File: src/rtl/sc_game_fsm_param.sv
// Game-control sequencer for the multi-player car game: start, ready, timed
// move steps, crash/lose, level progression and finish, with one-cycle strobes.
module sc_game_fsm_param #(
  parameter int NUM_PLAYERS = 2,
  parameter int NUM_LEVELS  = 3,
  parameter int POINT_W     = 8,
  parameter int LEVEL_STEP  = 32,
  parameter int WIN_POINTS  = 128,
  parameter int TIMER_W     = 8,
  parameter int LEVEL_TIME  = 60,
  parameter int TIME_STEP   = 15,
  parameter int LOSE_TIME   = 60
) (
  input  logic                   SC_STATEMACHINE_GENERAL_CLOCK_50,
  input  logic                   SC_STATEMACHINE_GENERAL_RESET_InHigh,
  input  logic                   start_InLow,
  input  logic [NUM_PLAYERS-1:0] ready_InLow,
  input  logic                   timer_done_InLow,
  input  logic                   move_done_InLow,
  input  logic [NUM_PLAYERS-1:0] crash_InLow,
  input  logic [POINT_W-1:0]     points_InBUS,
  output logic                   clear_OutLow,
  output logic                   timer_load_OutLow,
  output logic [TIMER_W-1:0]     timer_value_OutBUS,
  output logic                   move_OutLow,
  output logic                   random_OutLow,
  output logic [2:0]             level_OutBUS,
  output logic [NUM_PLAYERS-1:0] loser_OutBUS,
  output logic [2:0]             disp_sel_OutBUS,
  output logic [3:0]             state_OutBUS
);

  localparam int LVL_SHIFT = $clog2(LEVEL_STEP);

  typedef enum logic [3:0] {
    S_RESET     = 4'd0,
    S_START     = 4'd1,
    S_GO        = 4'd2,
    S_STEP_LOAD = 4'd3,
    S_STEP_RUN  = 4'd4,
    S_MOVE      = 4'd5,
    S_WAIT      = 4'd6,
    S_LOSE_LOAD = 4'd7,
    S_LOSE_RUN  = 4'd8,
    S_FIN       = 4'd9
  } state_e;

  state_e                 state_q, state_d;
  logic [2:0]             level_q, level_d;
  logic [NUM_PLAYERS-1:0] loser_q, loser_d;
  logic [NUM_PLAYERS-1:0] first_crash;
  logic [POINT_W-1:0]     pts_div;
  logic [2:0]             level_pts;

  always_ff @(posedge SC_STATEMACHINE_GENERAL_CLOCK_50 or posedge SC_STATEMACHINE_GENERAL_RESET_InHigh) begin
    if (SC_STATEMACHINE_GENERAL_RESET_InHigh) begin
      state_q <= S_RESET;
      level_q <= '0;
      loser_q <= '0;
    end else begin
      state_q <= state_d;
      level_q <= level_d;
      loser_q <= loser_d;
    end
  end

  // Lowest-index crashing player wins the tie; scan downward so it lands last.
  always_comb begin
    first_crash = '0;
    for (int i = NUM_PLAYERS - 1; i >= 0; i--) begin
      if (!crash_InLow[i]) begin
        first_crash    = '0;
        first_crash[i] = 1'b1;
      end
    end
  end

  always_comb begin
    pts_div = points_InBUS >> LVL_SHIFT;
    if (pts_div >= POINT_W'(NUM_LEVELS)) level_pts = 3'(NUM_LEVELS);
    else                                 level_pts = 3'(pts_div) + 3'd1;
  end

  always_comb begin
    state_d = state_q;
    level_d = level_q;
    loser_d = loser_q;
    case (state_q)
      S_RESET:     state_d = S_START;
      S_START: begin
        level_d = '0;
        loser_d = '0;
        if (!start_InLow) state_d = S_GO;
      end
      S_GO: if (ready_InLow == '0) begin
        state_d = S_STEP_LOAD;
        level_d = 3'd1;
      end
      S_STEP_LOAD: state_d = S_STEP_RUN;
      S_STEP_RUN:  if (!timer_done_InLow) state_d = S_MOVE;
      S_MOVE:      state_d = S_WAIT;
      S_WAIT: if (!move_done_InLow) begin
        if (crash_InLow != '1) begin
          loser_d = first_crash;
          state_d = S_LOSE_LOAD;
        end else if (int'(points_InBUS) >= WIN_POINTS) begin
          state_d = S_FIN;
        end else begin
          if (level_pts > level_q) level_d = level_pts;
          state_d = S_STEP_LOAD;
        end
      end
      S_LOSE_LOAD: state_d = S_LOSE_RUN;
      S_LOSE_RUN:  if (!timer_done_InLow) state_d = S_START;
      S_FIN:       if (!start_InLow) state_d = S_START;
      default:     state_d = S_RESET;
    endcase
    // Level and loser read as zero for the whole START visit, not just after it.
    if (state_d == S_START) begin
      level_d = '0;
      loser_d = '0;
    end
  end

  always_comb begin
    clear_OutLow       = (state_q != S_RESET);
    timer_load_OutLow  = 1'b1;
    timer_value_OutBUS = '0;
    move_OutLow        = 1'b1;
    random_OutLow      = 1'b1;
    case (state_q)
      S_STEP_LOAD: begin
        timer_load_OutLow  = 1'b0;
        timer_value_OutBUS = TIMER_W'(LEVEL_TIME - (int'(level_q) - 1) * TIME_STEP);
      end
      S_LOSE_LOAD: begin
        timer_load_OutLow  = 1'b0;
        timer_value_OutBUS = TIMER_W'(LOSE_TIME);
      end
      S_MOVE: begin
        move_OutLow   = 1'b0;
        random_OutLow = 1'b0;
      end
      default: ;
    endcase
    level_OutBUS    = level_q;
    loser_OutBUS    = loser_q;
    state_OutBUS    = state_q;
    disp_sel_OutBUS = state_q[2:0];
  end

endmodule

File: config.mk
export PLATFORM = sky130hd
export DESIGN_NAME = sc_game_fsm_param
export DESIGN_NICKNAME = d
export VERILOG_FILES = /design/src/rtl/sc_game_fsm_param.sv
export SDC_FILE = /design/constraint.sdc
export NUM_CORES = 1
export LEC_CHECK = 0
export CORE_MARGIN = 4
export CORE_UTILIZATION = 45
export CTS_CLUSTER_SIZE = 30
export DETAILED_ROUTE_END_ITERATION = 16
export GPL_TIMING_DRIVEN = 0
export PLACE_DENSITY = 0.79
export REMOVE_ABC_BUFFERS = 1
export SLEW_MARGIN = 20
export SYNTH_ARGS = -nofsm -noshare
export SYNTH_HDL_FRONTEND = slang
export SYNTH_SLANG_ARGS = --single-unit
File: constraint.sdc
create_clock -name SC_STATEMACHINE_GENERAL_CLOCK_50 -period 9.7 [get_ports SC_STATEMACHINE_GENERAL_CLOCK_50]
set_input_delay 1.94 -clock SC_STATEMACHINE_GENERAL_CLOCK_50 [delete_from_list [all_inputs] [get_ports SC_STATEMACHINE_GENERAL_CLOCK_50]]
set_output_delay 1.94 -clock SC_STATEMACHINE_GENERAL_CLOCK_50 [all_outputs]
set_load 0.05 [all_outputs]
==> summary.md, run 1 <==
| Metric | Value |
|---|---|
| Status | finished clean |
| Synthesized area per cell | 8.04 sq um |
| R2R setup slack | 7.67 ns |
| Mapped Area | 1220 sq um |
| RSZ-0062 raised after global routing | false |
| Crit path cell chain | inv_1, ha_1, xnor2_1, inv_1, ha_1, inv_1, ha_1, xnor2_1, xnor2_1, ha_1, a211o_1, a21oi_1, o22ai_1, xnor2_1, nor2_1, clkdlybuf4s50_1 |
| Ports | 41 |
| Cell family with most CP delay | adder cells |
| Clock transition at path regs | 0.06 ns |
| CP max stage cell | clkdlybuf4s50_1 |
| Post-route setup TNS | 0 ns |
| R2R Path Start | level_OutBUS[2] |
| Share of cells above drive strength 1 | 0.0495 |
| Initial Util | 0.480 |
| WP buf/inv | 4 |
| Tightest Pin Transition | 0.678 ns |
| Max Cap Viol | 0 |
| Max clock buf depth | 2 |
| DIE AREA | 3610 sq um |
| Post-CTS Resized | 0 |
| Root Driver | clkbuf_4 |
| Slew headroom | 0.536 |
| Site row count | 18 |
| FF-to-FF path depth | 7 |
| Vias in the first global route | 1,152 |
| Hold_buf cts | 0 |
| Die Y | 60.1 um |
| Crit path launch type | register |
| Fillers | 226 |
| Post-Synthesis Cells | 152 |
| CP endpoint | timer_value_OutBUS[7] |
| Worst setup EP type | output port |
| Final hold vios | 0 |
| Post-synth EDFFs | 0 |
| CP Launch Point | level_OutBUS[0] |
| Warnings from Yosys | 0 |
| Max FO, Critical Path | 7 |
| RePlAce Congestion | 0.855 |
| GR Overflow Total | 0 |
| Layout overhead on the synthesized area | 28.5% |
| Worst skew pair latency | 0.26 ns |
| Post-detail-place hpwl | 2.46 mm |
| Vias | 1,201 |
| Data required time at the worst endpoint | 7.76 ns |
| TritonCTS Buffers | 3 |
| Max Freq | 150 MHz |
| Largest net degree at the start of global routing | 20 |
| Crit Path Category | reg -> out |
| CTS tree | built |
| Drt via density | 5.67 |
| Detailed Routing Iterations Pass 1 | 5 |
| Ys flop type | dfrtp_1 |
| Post-synth ARST share | 1.00 |
| Synth Register Bits | 9 |
| Core area | 2540 sq um |
| Worst path depth | 16 |
| DR WL/cell | 14.0 um |
| Final worst path period need | 6.65 ns |
| Tcrit/Tclk final | 0.685 |
| Die width | 60.1 um |
| Iter 0 DRT Violations | 45 |
| Worst-case clock skew | 0.00406 ns |
| GRT Util Overall | 0.180 |
| H-tree levels | 1 |
| Pins over their slew limit | 0 |
| Most common cell after layout, fill and taps aside | clkdlybuf4s50_1 |
| Library cells used by synthesis | 47 |
| Routed Antenna Nets | 0 |
| DRC | 0 |
| Nets | 219 |
| Crit path DAT | 4.71 ns |
| Largest stage delay on the critical path | 0.82 ns |
| Final setup viols | 0 |
| Initial antenna violation count | 0 |
| Post-CTS Setup Inserts | 0 |
| Reg-to-Reg End | level_OutBUS[0] |
| Hold Path Class | reg -> reg |
| Drt total wl | 2.98 mm |
| Num Clock Sinks | 9 |
| Number of antenna diodes | 0 |
| Most frequent cells in the layout | clkdlybuf4s50_1, nor2_1, ha_1 |
| IO buf count | 35 |
| Register area share after synthesis | 0.184 |
| Global-route wire length before repair | 5.07 mm |
[routing by layer]
| layer | part of all wire | vias to the layer above | routed length (um) | GRT usage |
|---|---|---|---|---|
| met1 | 0.43 | 558 | 1270 | 0.239 |
| met4 | 0.015 | 0 | 46 | 0.0570 |
| met3 | 0.051 | 8 | 151 | 0.0194 |
| li1 | - | 591 | - | - |
| met2 | 0.51 | 44 | 1510 | 0.301 |
| met5 | 0 | - | 0 | 0 |
[synth_stat cells, types with 2 or more instances]
master    instances  area, sq um
a2111o_1          2         22.5
a21o_1            3         22.5
a21oi_1           8         40.0
and3b_1           3         26.3
buf_2             2         10.0
buf_4             4         30.0
buf_6             2         22.5
dfrtp_1           9          225
fa_1              2         40.0
ha_1             17          213
inv_1            15         56.3
nand2_1          13         48.8
nand3_1           2         10.0
nand3b_1          2         15.0
nor2_1           22         82.6
nor2b_1           2         12.5
nor3_1            2         10.0
o21a_1            2         15.0
o21ai_0           5         25.0
xnor2_1           6         52.6
xor2_1            3         26.3
[worst min-delay path by stage]
| stage | from | end | slack (ns) | cells after the start |
|---|---|---|---|---|
| 2_1_floorplan | level_OutBUS[1] | level_OutBUS[1] | 0.80 | 2 |
| 3_3_place_gp | level_OutBUS[1] | level_OutBUS[1] | 0.56 | 2 |
| 3_5_place_dp | level_OutBUS[1] | level_OutBUS[1] | 0.56 | 2 |
| 4_1_cts | level_OutBUS[1] | level_OutBUS[1] | 0.58 | 2 |
| 5_1_grt | level_OutBUS[1] | level_OutBUS[1] | 0.62 | 2 |
| 6_report | level_OutBUS[1] | level_OutBUS[1] | 0.58 | 2 |
[sequential cells by signal, indices dropped and copies added, names as in the netlist]
| signal | count |
|---|---|
| state_OutBUS | 4 |
| loser_OutBUS | 2 |
| level_OutBUS | 3 |
[metrics by stage]
stage | util | hold WS, ns | area [sq um] | setup slack (ns) | std cells
after global routing | 0.617 | 0.622 | 1570 | 2.74 | 212
after CTS | 0.617 | 0.576 | 1570 | 3.07 | 212
final | 0.617 | 0.577 | 1570 | 3.05 | 212
after global placement | 0.607 | 0.559 | 1540 | 3.55 | 208
after floorplan | - | 0.803 | 1160 | 3.70 | 143
after detailed placement | 0.607 | 0.563 | 1540 | 3.37 | 208
[worst min-delay path, cell delays in order, from the launching register on]
cell     delay (ns)
dfrtp_1        0.39
o21ai_0        0.08
a21oi_1        0.07
[cells by family after synthesis]
logic type / count (synthesis) / synth area share
compound gates: 35 / 0.210
xor+xnor: 9 / 0.0645
fa+ha+maj: 19 / 0.207
buf+inv: 24 / 0.100
flops: 9 / 0.184
mux: 1 / 0.00819
simple gates: 55 / 0.226
[area by class of cell]
class | count | area, sq um | area share
flip-flops and latches | 9 | 225 | 0.143
clock buffers | 4 | 26.3 | 0.0167
well taps | 30 | 37.5 | 0.0239
multi-input cells | 119 | 875 | 0.557
repair buffers | 35 | 350 | 0.223
inverters | 15 | 56.3 | 0.0359
Power of run 1 is not shown: default switching activity piles up to over one toggle a cycle in this logic, so the estimate is an artifact.
==> run 2, diff against run 1 <==
--- a/config.mk
+++ b/config.mk
@@ -6,11 +6,11 @@
 export NUM_CORES = 1
 export LEC_CHECK = 0
 export CORE_MARGIN = 4
-export CORE_UTILIZATION = 45
+export CORE_UTILIZATION = 41
 export CTS_CLUSTER_SIZE = 30
 export DETAILED_ROUTE_END_ITERATION = 16
 export GPL_TIMING_DRIVEN = 0
-export PLACE_DENSITY = 0.79
+export PLACE_DENSITY = 0.76
 export REMOVE_ABC_BUFFERS = 1
 export SLEW_MARGIN = 20
 export SYNTH_ARGS = -nofsm -noshare
==> constraint.sdc (replaced) <==
create_clock -name SC_STATEMACHINE_GENERAL_CLOCK_50 -period 5.55 [get_ports SC_STATEMACHINE_GENERAL_CLOCK_50]
set_input_delay 1.11 -clock SC_STATEMACHINE_GENERAL_CLOCK_50 [delete_from_list [all_inputs] [get_ports SC_STATEMACHINE_GENERAL_CLOCK_50]]
set_output_delay 1.11 -clock SC_STATEMACHINE_GENERAL_CLOCK_50 [all_outputs]
set_load 0.05 [all_outputs]
==> summary.md, run 2 (synthesis gave the netlist of run 1 again) <==
| Metric | Value |
|---|---|
| Core area | 2810 sq um (+10%) |
| Crit Path Category | reg -> out |
| TritonCTS Buffers | 3 (unchanged) |
| Worst skew pair latency | 0.26 ns (about the same) |
| Tcrit/Tclk final | 0.950 |
| Crit path cell chain | inv_1, ha_1, xnor2_1, inv_1, ha_1, inv_1, ha_1, xnor2_1, xnor2_1, fa_1, nor2_1, nor2_1, clkdlybuf4s50_1 |
| Site row count | 19 (+1) |
| Final hold vios | 0 (unchanged) |
| Die Y | 62.6 um (+4.1%) |
| Tightest Pin Transition | 0.599 ns (-0.0789 ns) |
| CTS tree | built |
| CP max stage cell | clkdlybuf4s50_1 |
| RSZ-0062 raised after global routing | false |
| Die width | 62.6 um (+4.1%) |
| Fillers | 286 (+27%) |
| Most common cell after layout, fill and taps aside | clkdlybuf4s50_1 |
| Hold path start | level_OutBUS[1] |
| Number of antenna diodes | 0 (unchanged) |
| Max Cap Viol | 0 (unchanged) |
| Num Clock Sinks | 9 (unchanged) |
| Iter 0 DRT Violations | 38 (-16%) |
| Slew headroom | 0.590 (+0.0540) |
| Max Freq | 190 MHz |
| Layout overhead on the synthesized area | 27.8% |
| Hold slack | 0.580 ns (+0.00325 ns) |
| WP buf/inv | 4 (unchanged) |
| Vias | 1,193 (-0.67%) |
| RePlAce Congestion | 0.800 (-6.4%) |
| Worst-case clock skew | 0.00150 ns (-0.00255 ns) |
| IO buf count | 35 (unchanged) |
| Root Driver | clkbuf_4 |
| Final Util | 0.557 (-0.0599) |
| Data required time at the worst endpoint | 4.44 ns (-3.32 ns) |
| Hold endpoint | level_OutBUS[1] |
| Status | finished clean |
| Vias in the first global route | 1,200 (+4.2%) |
| Initial antenna violation count | 0 (unchanged) |
| Share of cells above drive strength 1 | 0.0604 (+0.0110) |
| Crit path DAT | 4.16 ns (-0.55 ns) |
| WHS Path Cells | 2 (unchanged) |
| Detailed Routing Iterations Pass 1 | 4 (-1) |
| Final worst path period need | 5.27 ns |
| Global-route wire length before repair | 5.15 mm (+1.5%) |
| FF-to-FF path depth | 7 (unchanged) |
| Drt total wl | 2.85 mm (-4.3%) |
| Crit path launch type | register |
| Ports | 41 (unchanged) |
| GRT Util Overall | 0.155 (-0.0251) |
| Drt via density | 5.60 (-1.1%) |
| Initial Util | 0.436 (-0.0446) |
| R2R Path Start | level_OutBUS[2] |
| H-tree levels | 1 (unchanged) |
| Pins over their slew limit | 0 (unchanged) |
| Reg-to-Reg End | level_OutBUS[0] |
| Cell family with most CP delay | adder cells |
| Max FFs per register | 4 (unchanged) |
| Post-CTS Setup Inserts | 0 (unchanged) |
| DIE AREA | 3920 sq um (+8.4%) |
| Max FO, Critical Path | 7 (unchanged) |
| Final setup viols | 0 (unchanged) |
| DRC | 0 (unchanged) |
| Clock transition at path regs | 0.06 ns (about the same) |
| Most frequent cells in the layout | clkdlybuf4s50_1, nor2_1, ha_1 |
| GR Overflow Total | 0 (unchanged) |
| R2R setup slack | 3.51 ns (-4.16 ns) |
| Max clock buf depth | 2 (unchanged) |
| Routed Antenna Nets | 0 (unchanged) |
| Post-route setup TNS | 0 ns (unchanged) |
| Largest net degree at the start of global routing | 20 (unchanged) |
| Worst setup EP type | output port |
| Nets | 219 (unchanged) |
| DR WL/cell | 13.4 um (-4.7%) |
| Hold Path Class | reg -> reg |
| Largest stage delay on the critical path | 0.81 ns (about the same) |
| Post-detail-place hpwl | 2.36 mm (-4.3%) |
run 2: cell types whose count changed in the layout (fill, tap and decap cells not counted):
cell	previous run	this run
clkdlybuf4s50_1	35	31
clkbuf_2	0	2
dlygate4sd2_1	0	1
dlymetal6s2s_1	0	1
run 2: cell type report:
cell class              instances  area (sq um)  share of cell area
clock buffers                   4          26.3              0.0168
repair buffers                 35           342               0.219
flip-flops and latches          9           225               0.144
well taps                      31          38.8              0.0248
inverters                      15          56.3              0.0360
multi-input cells             119           875               0.560
run 2: worst max-delay path by stage:
stage / cells past startpoint / from / slack (ns) / endpoint
after floorplan: 15 / level_OutBUS[0] / 0.38 / timer_value_OutBUS[7]
after global placement: 16 / level_OutBUS[0] / 0.24 / timer_value_OutBUS[7]
after detailed placement: 16 / level_OutBUS[0] / 0.08 / timer_value_OutBUS[7]
after CTS: 16 / level_OutBUS[0] / 0.07 / timer_value_OutBUS[7]
after global routing: 13 / level_OutBUS[0] / 0.004 / timer_value_OutBUS[3]
final: 13 / level_OutBUS[0] / 0.28 / timer_value_OutBUS[3]
run 2: tightest hold or removal path, delay by kind of cell (launching register included):
family             cells  cell delay, ns
AOI/OAI and AO/OA      2            0.14
DFF                    1            0.39
run 2: per-stage QoR:
step	area, sq um	setup slack, ns	instances
finish	1560	0.278	213
global route	1560	0.00408	213
CTS	1570	0.0674	213
detailed placement	1550	0.0752	209
global placement	1550	0.238	209
floorplan	1160	0.384	143
run 2: repair_timing:
action | in CTS | in global routing
setup endpoints to repair | 3 | 3
endpoints found under the hold margin | 0 | 0
hold buffers | 0 | 0
gates resized for setup | 3 | 5
run 2: per-layer routing:
layer,global-route usage,part of all wire
met4,0.0331,0.011
met2,0.288,0.52
met5,0,0
met3,0.0360,0.051
met1,0.178,0.42
Power of run 2 is left out for the same reason.
